$ cat src/rtl/td4x_pkg.sv
`default_nettype none
// ---------------------------------------------------------------------------
// td4x_pkg: opcode encodings, core state and ALU operand-select types. Rev 1.0
// ---------------------------------------------------------------------------
package td4x_pkg;

  localparam logic [3:0] OP_ADD_A_IM = 4'b0000;
  localparam logic [3:0] OP_MOV_A_B  = 4'b0001;
  localparam logic [3:0] OP_IN_A     = 4'b0010;
  localparam logic [3:0] OP_MOV_A_IM = 4'b0011;
  localparam logic [3:0] OP_MOV_B_A  = 4'b0100;
  localparam logic [3:0] OP_ADD_B_IM = 4'b0101;
  localparam logic [3:0] OP_IN_B     = 4'b0110;
  localparam logic [3:0] OP_MOV_B_IM = 4'b0111;
  localparam logic [3:0] OP_HLT      = 4'b1000;
  localparam logic [3:0] OP_OUT_B    = 4'b1001;
  localparam logic [3:0] OP_NOP      = 4'b1010;
  localparam logic [3:0] OP_OUT_IM   = 4'b1011;
  localparam logic [3:0] OP_ADD_A_B  = 4'b1100;
  localparam logic [3:0] OP_JC       = 4'b1101;
  localparam logic [3:0] OP_JNC      = 4'b1110;
  localparam logic [3:0] OP_JMP      = 4'b1111;

  typedef enum logic [0:0] {
    ST_RUN  = 1'b0,
    ST_HALT = 1'b1
  } state_t;

  typedef enum logic [1:0] {
    SRC_A    = 2'd0,
    SRC_B    = 2'd1,
    SRC_IN   = 2'd2,
    SRC_ZERO = 2'd3
  } src_t;

endpackage
`default_nettype wire

$ cat src/rtl/td4x_alu.sv
`default_nettype none
// ---------------------------------------------------------------------------
// td4x_alu: selected operand plus addend, W-bit result with carry-out. Rev 1.0
// ---------------------------------------------------------------------------
module td4x_alu
  import td4x_pkg::*;
#(
  parameter int W = 4
) (
  input  src_t         src,
  input  logic [W-1:0] a,
  input  logic [W-1:0] b,
  input  logic [W-1:0] in_data,
  input  logic [W-1:0] addend,
  output logic [W-1:0] result,
  output logic         carry_out
);

  logic [W-1:0] operand;
  logic [W:0]   sum;

  always_comb begin
    operand = '0;
    case (src)
      SRC_A:   operand = a;
      SRC_B:   operand = b;
      SRC_IN:  operand = in_data;
      default: operand = '0;
    endcase
  end

  assign sum       = {1'b0, operand} + {1'b0, addend};
  assign result    = sum[W-1:0];
  assign carry_out = sum[W];

endmodule
`default_nettype wire

$ cat src/rtl/td4x_core.sv
`default_nettype none
// ---------------------------------------------------------------------------
// td4x_core: TD4-style single-cycle CPU with valid/ready I/O and halt. Rev 1.0
// ---------------------------------------------------------------------------
module td4x_core
  import td4x_pkg::*;
#(
  parameter int W  = 4,
  parameter int AW = 4,
  localparam int IW = (W > AW) ? W : AW
) (
  input  logic           CLK,
  input  logic           CLR,
  input  logic           EN,
  output logic [AW-1:0]  rom_addr,
  input  logic [4+IW-1:0] rom_data,
  input  logic [W-1:0]   in_data,
  input  logic           in_valid,
  output logic           in_ready,
  output logic [W-1:0]   out_data,
  output logic           out_valid,
  input  logic           out_ready,
  output logic           carry,
  output logic           halted
);

  state_t        state, state_nxt;
  logic [W-1:0]  a, a_nxt, b, b_nxt, od_nxt;
  logic [AW-1:0] pc, pc_nxt;
  logic          carry_nxt, ov_nxt;

  logic [3:0]    opcode;
  logic [W-1:0]  imm_w;
  logic [AW-1:0] imm_pc;
  logic          is_in, is_out, stall, out_load;

  src_t          src;
  logic [W-1:0]  addend, result;
  logic          carry_out;

  assign opcode = rom_data[4+IW-1:IW];
  assign imm_w  = rom_data[W-1:0];
  assign imm_pc = rom_data[AW-1:0];
  assign is_in  = (opcode == OP_IN_A) || (opcode == OP_IN_B);
  assign is_out = (opcode == OP_OUT_B) || (opcode == OP_OUT_IM);
  assign stall  = (is_in && !in_valid) || (is_out && out_valid && !out_ready);

  // Gated by CLR so the port reads 0 while the core is held in reset.
  assign in_ready = EN && CLR && (state == ST_RUN) && is_in;

  assign rom_addr = pc;
  assign halted   = (state == ST_HALT);

  // Every data move goes through the adder; plain moves add zero.
  always_comb begin
    src    = SRC_ZERO;
    addend = imm_w;
    case (opcode)
      OP_ADD_A_IM:        src = SRC_A;
      OP_ADD_B_IM:        src = SRC_B;
      OP_ADD_A_B: begin   src = SRC_A;  addend = b;  end
      OP_MOV_A_B,
      OP_OUT_B:   begin   src = SRC_B;  addend = '0; end
      OP_MOV_B_A: begin   src = SRC_A;  addend = '0; end
      OP_IN_A,
      OP_IN_B:    begin   src = SRC_IN; addend = '0; end
      default:            src = SRC_ZERO;
    endcase
  end

  td4x_alu #(.W(W)) u_alu (
    .src       (src),
    .a         (a),
    .b         (b),
    .in_data   (in_data),
    .addend    (addend),
    .result    (result),
    .carry_out (carry_out)
  );

  always_comb begin
    state_nxt = state;
    a_nxt     = a;
    b_nxt     = b;
    pc_nxt    = pc;
    carry_nxt = carry;
    od_nxt    = out_data;
    ov_nxt    = out_valid;
    out_load  = 1'b0;
    if (EN) begin
      if (state == ST_RUN && !stall) begin
        pc_nxt    = pc + 1'b1;
        carry_nxt = 1'b0;
        case (opcode)
          OP_ADD_A_IM,
          OP_ADD_A_B:  begin a_nxt = result; carry_nxt = carry_out; end
          OP_ADD_B_IM: begin b_nxt = result; carry_nxt = carry_out; end
          OP_MOV_A_IM,
          OP_MOV_A_B,
          OP_IN_A:     a_nxt = result;
          OP_MOV_B_IM,
          OP_MOV_B_A,
          OP_IN_B:     b_nxt = result;
          OP_OUT_B,
          OP_OUT_IM:   begin od_nxt = result; out_load = 1'b1; end
          OP_JMP:      pc_nxt = imm_pc;
          OP_JNC:      if (!carry) pc_nxt = imm_pc;
          OP_JC:       if (carry) pc_nxt = imm_pc;
          OP_HLT:      begin pc_nxt = pc; state_nxt = ST_HALT; end
          default:     ;
        endcase
      end
      // A new OUT wins over a same-cycle drain, so out_valid stays set.
      if (out_load)
        ov_nxt = 1'b1;
      else if (out_valid && out_ready)
        ov_nxt = 1'b0;
    end
  end

  always_ff @(posedge CLK or negedge CLR) begin
    if (!CLR) begin
      state     <= ST_RUN;
      a         <= '0;
      b         <= '0;
      pc        <= '0;
      carry     <= 1'b0;
      out_data  <= '0;
      out_valid <= 1'b0;
    end else begin
      state     <= state_nxt;
      a         <= a_nxt;
      b         <= b_nxt;
      pc        <= pc_nxt;
      carry     <= carry_nxt;
      out_data  <= od_nxt;
      out_valid <= ov_nxt;
    end
  end

endmodule
`default_nettype wire

$ cat config.mk
export PLATFORM = sky130hd
export DESIGN_NAME = td4x_core
export DESIGN_NICKNAME = d
export VERILOG_FILES = /design/src/rtl/td4x_pkg.sv /design/src/rtl/td4x_alu.sv /design/src/rtl/td4x_core.sv
export SDC_FILE = /design/constraint.sdc
export NUM_CORES = 1
export LEC_CHECK = 0
export CORE_ASPECT_RATIO = 0.75
export CORE_UTILIZATION = 40
export DETAILED_ROUTE_END_ITERATION = 8
export PLACE_DENSITY_LB_ADDON = 0.05
export SYNTH_ARGS = -nofsm -noshare
export SYNTH_HDL_FRONTEND = slang
export SYNTH_HIERARCHICAL = 1
export SYNTH_SLANG_ARGS = --single-unit
$ cat constraint.sdc
create_clock -name CLK -period 2.8 [get_ports CLK]
set_input_delay 0.42 -clock CLK [delete_from_list [all_inputs] [get_ports CLK]]
set_output_delay 0.42 -clock CLK [all_outputs]
set_load 0.02 [all_outputs]
; Word level (Yosys, flattened, before mapping)
; Index checks and enable logic that the tools add are counted.
[op_classes]
add_sub_neg = 2
eq_ne = 16
muxes = 12
bitwise_logic = 2
n_reduce_logical = 32
[ops]
columns = cell, n
row1 = $eq A4 B4 Y1 const B, 7
row2 = $eq A4 B3 Y1 const B, 4
row3 = $pmux W4 S4, 1
row4 = $reduce_and A3 Y1, 5
row5 = $pmux W4 S3, 1
row6 = $reduce_or A5 Y1, 2
row7 = $reduce_or A3 Y1, 3
row8 = $eq A4 B2 Y1 const B, 2
row9 = $logic_and A1 B1 Y1, 8
row10 = $mux W4, 2
row11 = $pmux W4 S2, 1
row12 = $mux W1, 6
row13 = $pmux W2 S3, 1
row14 = $add A4 B4 Y5, 1
row15 = $add A4 B1 Y4 const B, 1
row16 = $eq A4 B1 Y1 const B, 1
row17 = $logic_not A4 Y1, 1
row18 = $reduce_and A2 Y1, 2
row19 = $reduce_or A2 Y1, 2
row20 = $reduce_or A4 Y1, 1
row21 = $logic_not A1 Y1, 3
row22 = $logic_or A1 B1 Y1, 3
row23 = $eq A2 B1 Y1 const B, 1
row24 = $eq A2 B2 Y1 const B, 1
row25 = 3 further kinds, 4
[totals]
reg_bits = 19
in_bits = 17
output_inout_bits = 12
elab_cells = 71

; Longest topological paths before layout
[depth]
depth_word = 11
ltp_mapped = 15
depth_no_buf = 14

; By module
; The synthesis kept the hierarchy.
[modules_own_cells]
columns = mod, n_inst, cells_each, area_each_um2
row1 = td4x_core, 1, 109, 1182.4
row2 = td4x_alu, 1, 30, 235.2

; Worst setup path before layout
; OpenSTA, ideal clock, no wires.
[synth_path]
path_type = in2reg
startpoint = input port rom_data[6]
endpoint = register a[2]
t_arrival_ns = 2.694
required_time_ns = 2.677
path_slack_ns = -0.017
cell_stages = 14
n_path_buf = 2
cell_sequence = buf_2 > xnor2_1 > a21o_1 > buf_6 > nor2b_2 > nand2_1 > o21ai_0 > ha_1 > inv_1 > fa_1 > xnor2_1 > o32ai_4 > a21oi_1 > o221a_1
[synth_rtl]
columns = item, line
row1 = from (decl), td4x_core.sv:16  ; input logic [4+IW-1:0] rom_data,
row2 = $eq A4 B4 Y1 (tied with other cells), td4x_core.sv:58  ; case (opcode)
row3 = $reduce_or A3 Y1 (no line) / $reduce_or A2 Y1 (equally long branches), n/a
row4 = $pmux W2 S3 *, td4x_core.sv:58
row5 = via src[1], td4x_core.sv:37  ; src_t src;
row6 = $eq A2 B2 Y1 (tied with other cells), td4x_alu.sv:24  ; case (src)
row7 = $pmux W4 S3 *, td4x_alu.sv:24
row8 = $add A4 B4 Y5 *, td4x_alu.sv:32  ; assign sum = {1'b0, operand} + {1'b0, addend};
row9 = via result[2], td4x_core.sv:38  ; logic [W-1:0] addend, result;
row10 = to (signal assigned), td4x_core.sv:132  ; a <= a_nxt;
row11 = to (decl), td4x_core.sv:28  ; logic [W-1:0] a, a_nxt, b, b_nxt, od_nxt;
; The timed path passes the listed nets; every way through them passes the cells marked *.
; A chain may end at the register's enable or synchronous reset.

; Worst setup path after layout
[layout_path]
startpoint = input port rom_data[7]
endpoint = register a[1]
; The elaborated chain is that of the path after synthesis.

==> impl_metrics.yaml <==
power:
  total_power_uw: 1410
  power.density_nw_per_um2: 718
  p_leak_uw: 0.000892
  irDropWorstVdd_mv: 0.532
timing:
  worst-slew-pin-transition_ps: 529
  timing.final.max_slew_violations: 0
  tns_ps: 0
  skew_ps: 1.46
  slew_headroom_pct: 64.6
  setup_ws_ps: 146
  min_period_ps: 2650
  final-hold-violation-count: 0
  fmax_mhz: 377
  finalSetupViolCount: 0
  rsz0062_at_grt: "no"
  period_share_pct: 94.8
worst_hold_path:
  min_path_type: "reg -> reg"
  whs_path_depth: 1
floorplan:
  fp.dieH_um: 53.6
  row_count: 18
  die_area_um2: 3790
  core_area_um2: 3330
  die_w_um: 70.7
  pin_count: 29
  start_util_pct: 42.5
global_routing:
  overflow: 0
  grt_pass1_vias: 1318
  grtUsageTotal_pct: 22.8
  antenna_found_initial: 0
  grt_pass1_wl_um: 6540
  grt_max_degree: 20
place:
  placement.cell_area_um2: 1870
  pre_cts_ws_ps: -505
  portBuffers: 28
  post-dp-hpwl_um: 3050
  place_congestion: 0.831
synth:
  synthesis.nets: 162
  synth_top_area_cell: "dfrtp_1"
  syn-mean-instance-area_um2: 10.2
  async_flop_share_pct: 100
  synthCells: 139
  synth_area_leaders: "dfrtp_1, mux2_2, ha_1, mux2i_1, nand2_1"
  synth-seq-cells: 19
  yosysWarnings: 6
  netlist.area_leader.share_pct: 33.5
  synthXorXnorAreaFrac_pct: 2.47
  yosys.area_share.simple_pct: 16.2
  netlist_area_um2: 1420
  synth_cell_types: 43
  seq_area_frac_synth_pct: 33.5
  synth-compound-area-share_pct: 25.4
  synth_edf_count: 0
  ys.flop_type: "dfrtp_1"
  synth_top_family_by_area: "compound AO/OA/AOI/OAI gates"
  yosys.area_share.adder_pct: 5.83
  synth_mux_area_share_pct: 10.6
clocking:
  cts_sinks: 19
  clk_pin_slew_ps: 70
  hold_buffers: 0
  htreeDepth: 1
  worstSkewPairLatency_ps: 260
  cts_root_buf: "clkbuf_8"
  clock_path_buffers: 2
  numCtsBuffers: 3
  cts_tree: "done"
worst_setup_path:
  required_ps: 2940
  worstSetupPathDepth: 12
  cp_slowest_cell: "fa_2"
  slowest_delay_ps: 520
  crit_top_cell: "inv_1"
  cp_top_family: "compound AO/OA/AOI/OAI gates"
  critPathArrivalTime_ps: 2800
  r2r_cells: 10
  cp_num_buf_inv: 4
  worstPathCellList: "clkdlybuf4s15_1 -> a21o_1 -> buf_4 -> mux2i_1 -> o21ai_1 -> ha_2 -> inv_1 -> fa_2 -> inv_1 -> o32ai_2 -> a21oi_1 -> o221a_1"
  end_kind: "flip-flop"
  cp-start-kind: "primary input"
  critPathKind: "in -> reg"
  cp_max_fo: 7
run:
  maxCapViolCount: 0
status:
  outcome: "finished, final reports clean"
route:
  first_iter_violations: 28
  viasPerCell: 5.61
  drt_wl_total_um: 3890
  wire_per_inst_um: 16.9
  vias: 1290
  drc_errors: 0
  drt_pre_antenna_iters: 4
  ant_nets: 0
final_layout:
  drive_gt1_share_pct: 29.5
  final_area_um2: 1970
  syn_to_final_growth_pct: 38.8
  final_cell_mix: "buf_4, clkdlybuf4s50_1, dfrtp_1"
  nets: 214
  layout_commonest_cell: "buf_4"
  antenna_cells: 0
  utilization_pct: 59.0
==> layout make-up <==
class,instances,area (um^2)
clock buffer,3,41.3
clock inverter,1,5.00
fill,299,1370
inverter,7,26.3
multi-input combinational,106,902
sequential,19,475
tap,40,50.0
timing repair buffer,54,468
==> cells by family (layout without fill, tap and decap cells) <==
logic type	count (synthesis)	after routing
xor gates and xnor gates	4	4
DFF	19	19
muxes	14	14
buffers and inverters	14	65
AOI/OAI and AO/OA	42	42
adders and majority gates	6	6
and+or+nand+nor	40	40
==> worst reg2reg max path, cell delays in order, from the launching register on <==
cell and delay [ps]:
dfrtp_1 420, mux2i_1 140, nor2_1 80, a21o_1 160
ha_1 270, a21o_1 170, a21oi_2 170, xnor2_2 130
o32ai_2 290, a21oi_1 100, o221a_1 230
==> cell usage after synthesis (all sizes together) (5+ instances only) <==
master and count:
a21o 6, a21oi 7, buf 6, dfrtp 19
ha 5, inv 7, mux2 8, mux2i 6
nand2 13, nor2 6, o21ai 9
==> report_power, final <==
part | switching (uW) | total, uW | internal [uW]
Clock | 95.6 | 195 | 99.0
Sequential | 109 | 493 | 384
Combinational | 338 | 725 | 388
Total | 542 | 1410 | 871
==> worst paths after layout <==
kind	from	to	slack, ps
worst min register to register	out_data[1]	out_data[1]	510
worst min-delay path	out_data[1]	out_data[1]	510
min in group asynchronous	CLR	halted	540
worst max-delay path	rom_data[7]	a[1]	150
max in group asynchronous	CLR	rom_addr[2]	2050
worst max register to register	a[1]	a[3]	540
==> per-stage QoR <==
stage          std cells  hold slack (ps)
2_1_floorplan        139              124
3_3_place_gp         222              483
3_5_place_dp         222              495
4_1_cts              227              512
5_1_grt              230              532
6_report             230              513
==> what timing repair did <==
item	4_1_cts	5_1_grt
setup endpoints to repair	6	3
gates resized for setup	9	8
buffers inserted	1	3
pin swaps	2	8
==> sequential cells by signal (all words and copies together), names as in the netlist <==
register and flops:
out_valid 1, halted 1, carry 1, out_data 4
b 4, rom_addr 4, a 4
==> routing by layer <==
layer	part of all wire (%)	global-route usage [%]	routed length [um]	vias up
met2	45	38.6	1760	32
met4	0.88	7.33	34	0
li1	-	-	-	626
met5	0	0	0	-
met1	50	31.0	1940	628
met3	3.9	3.00	152	4
No activity file was read; power rests on OpenSTA's default activity.
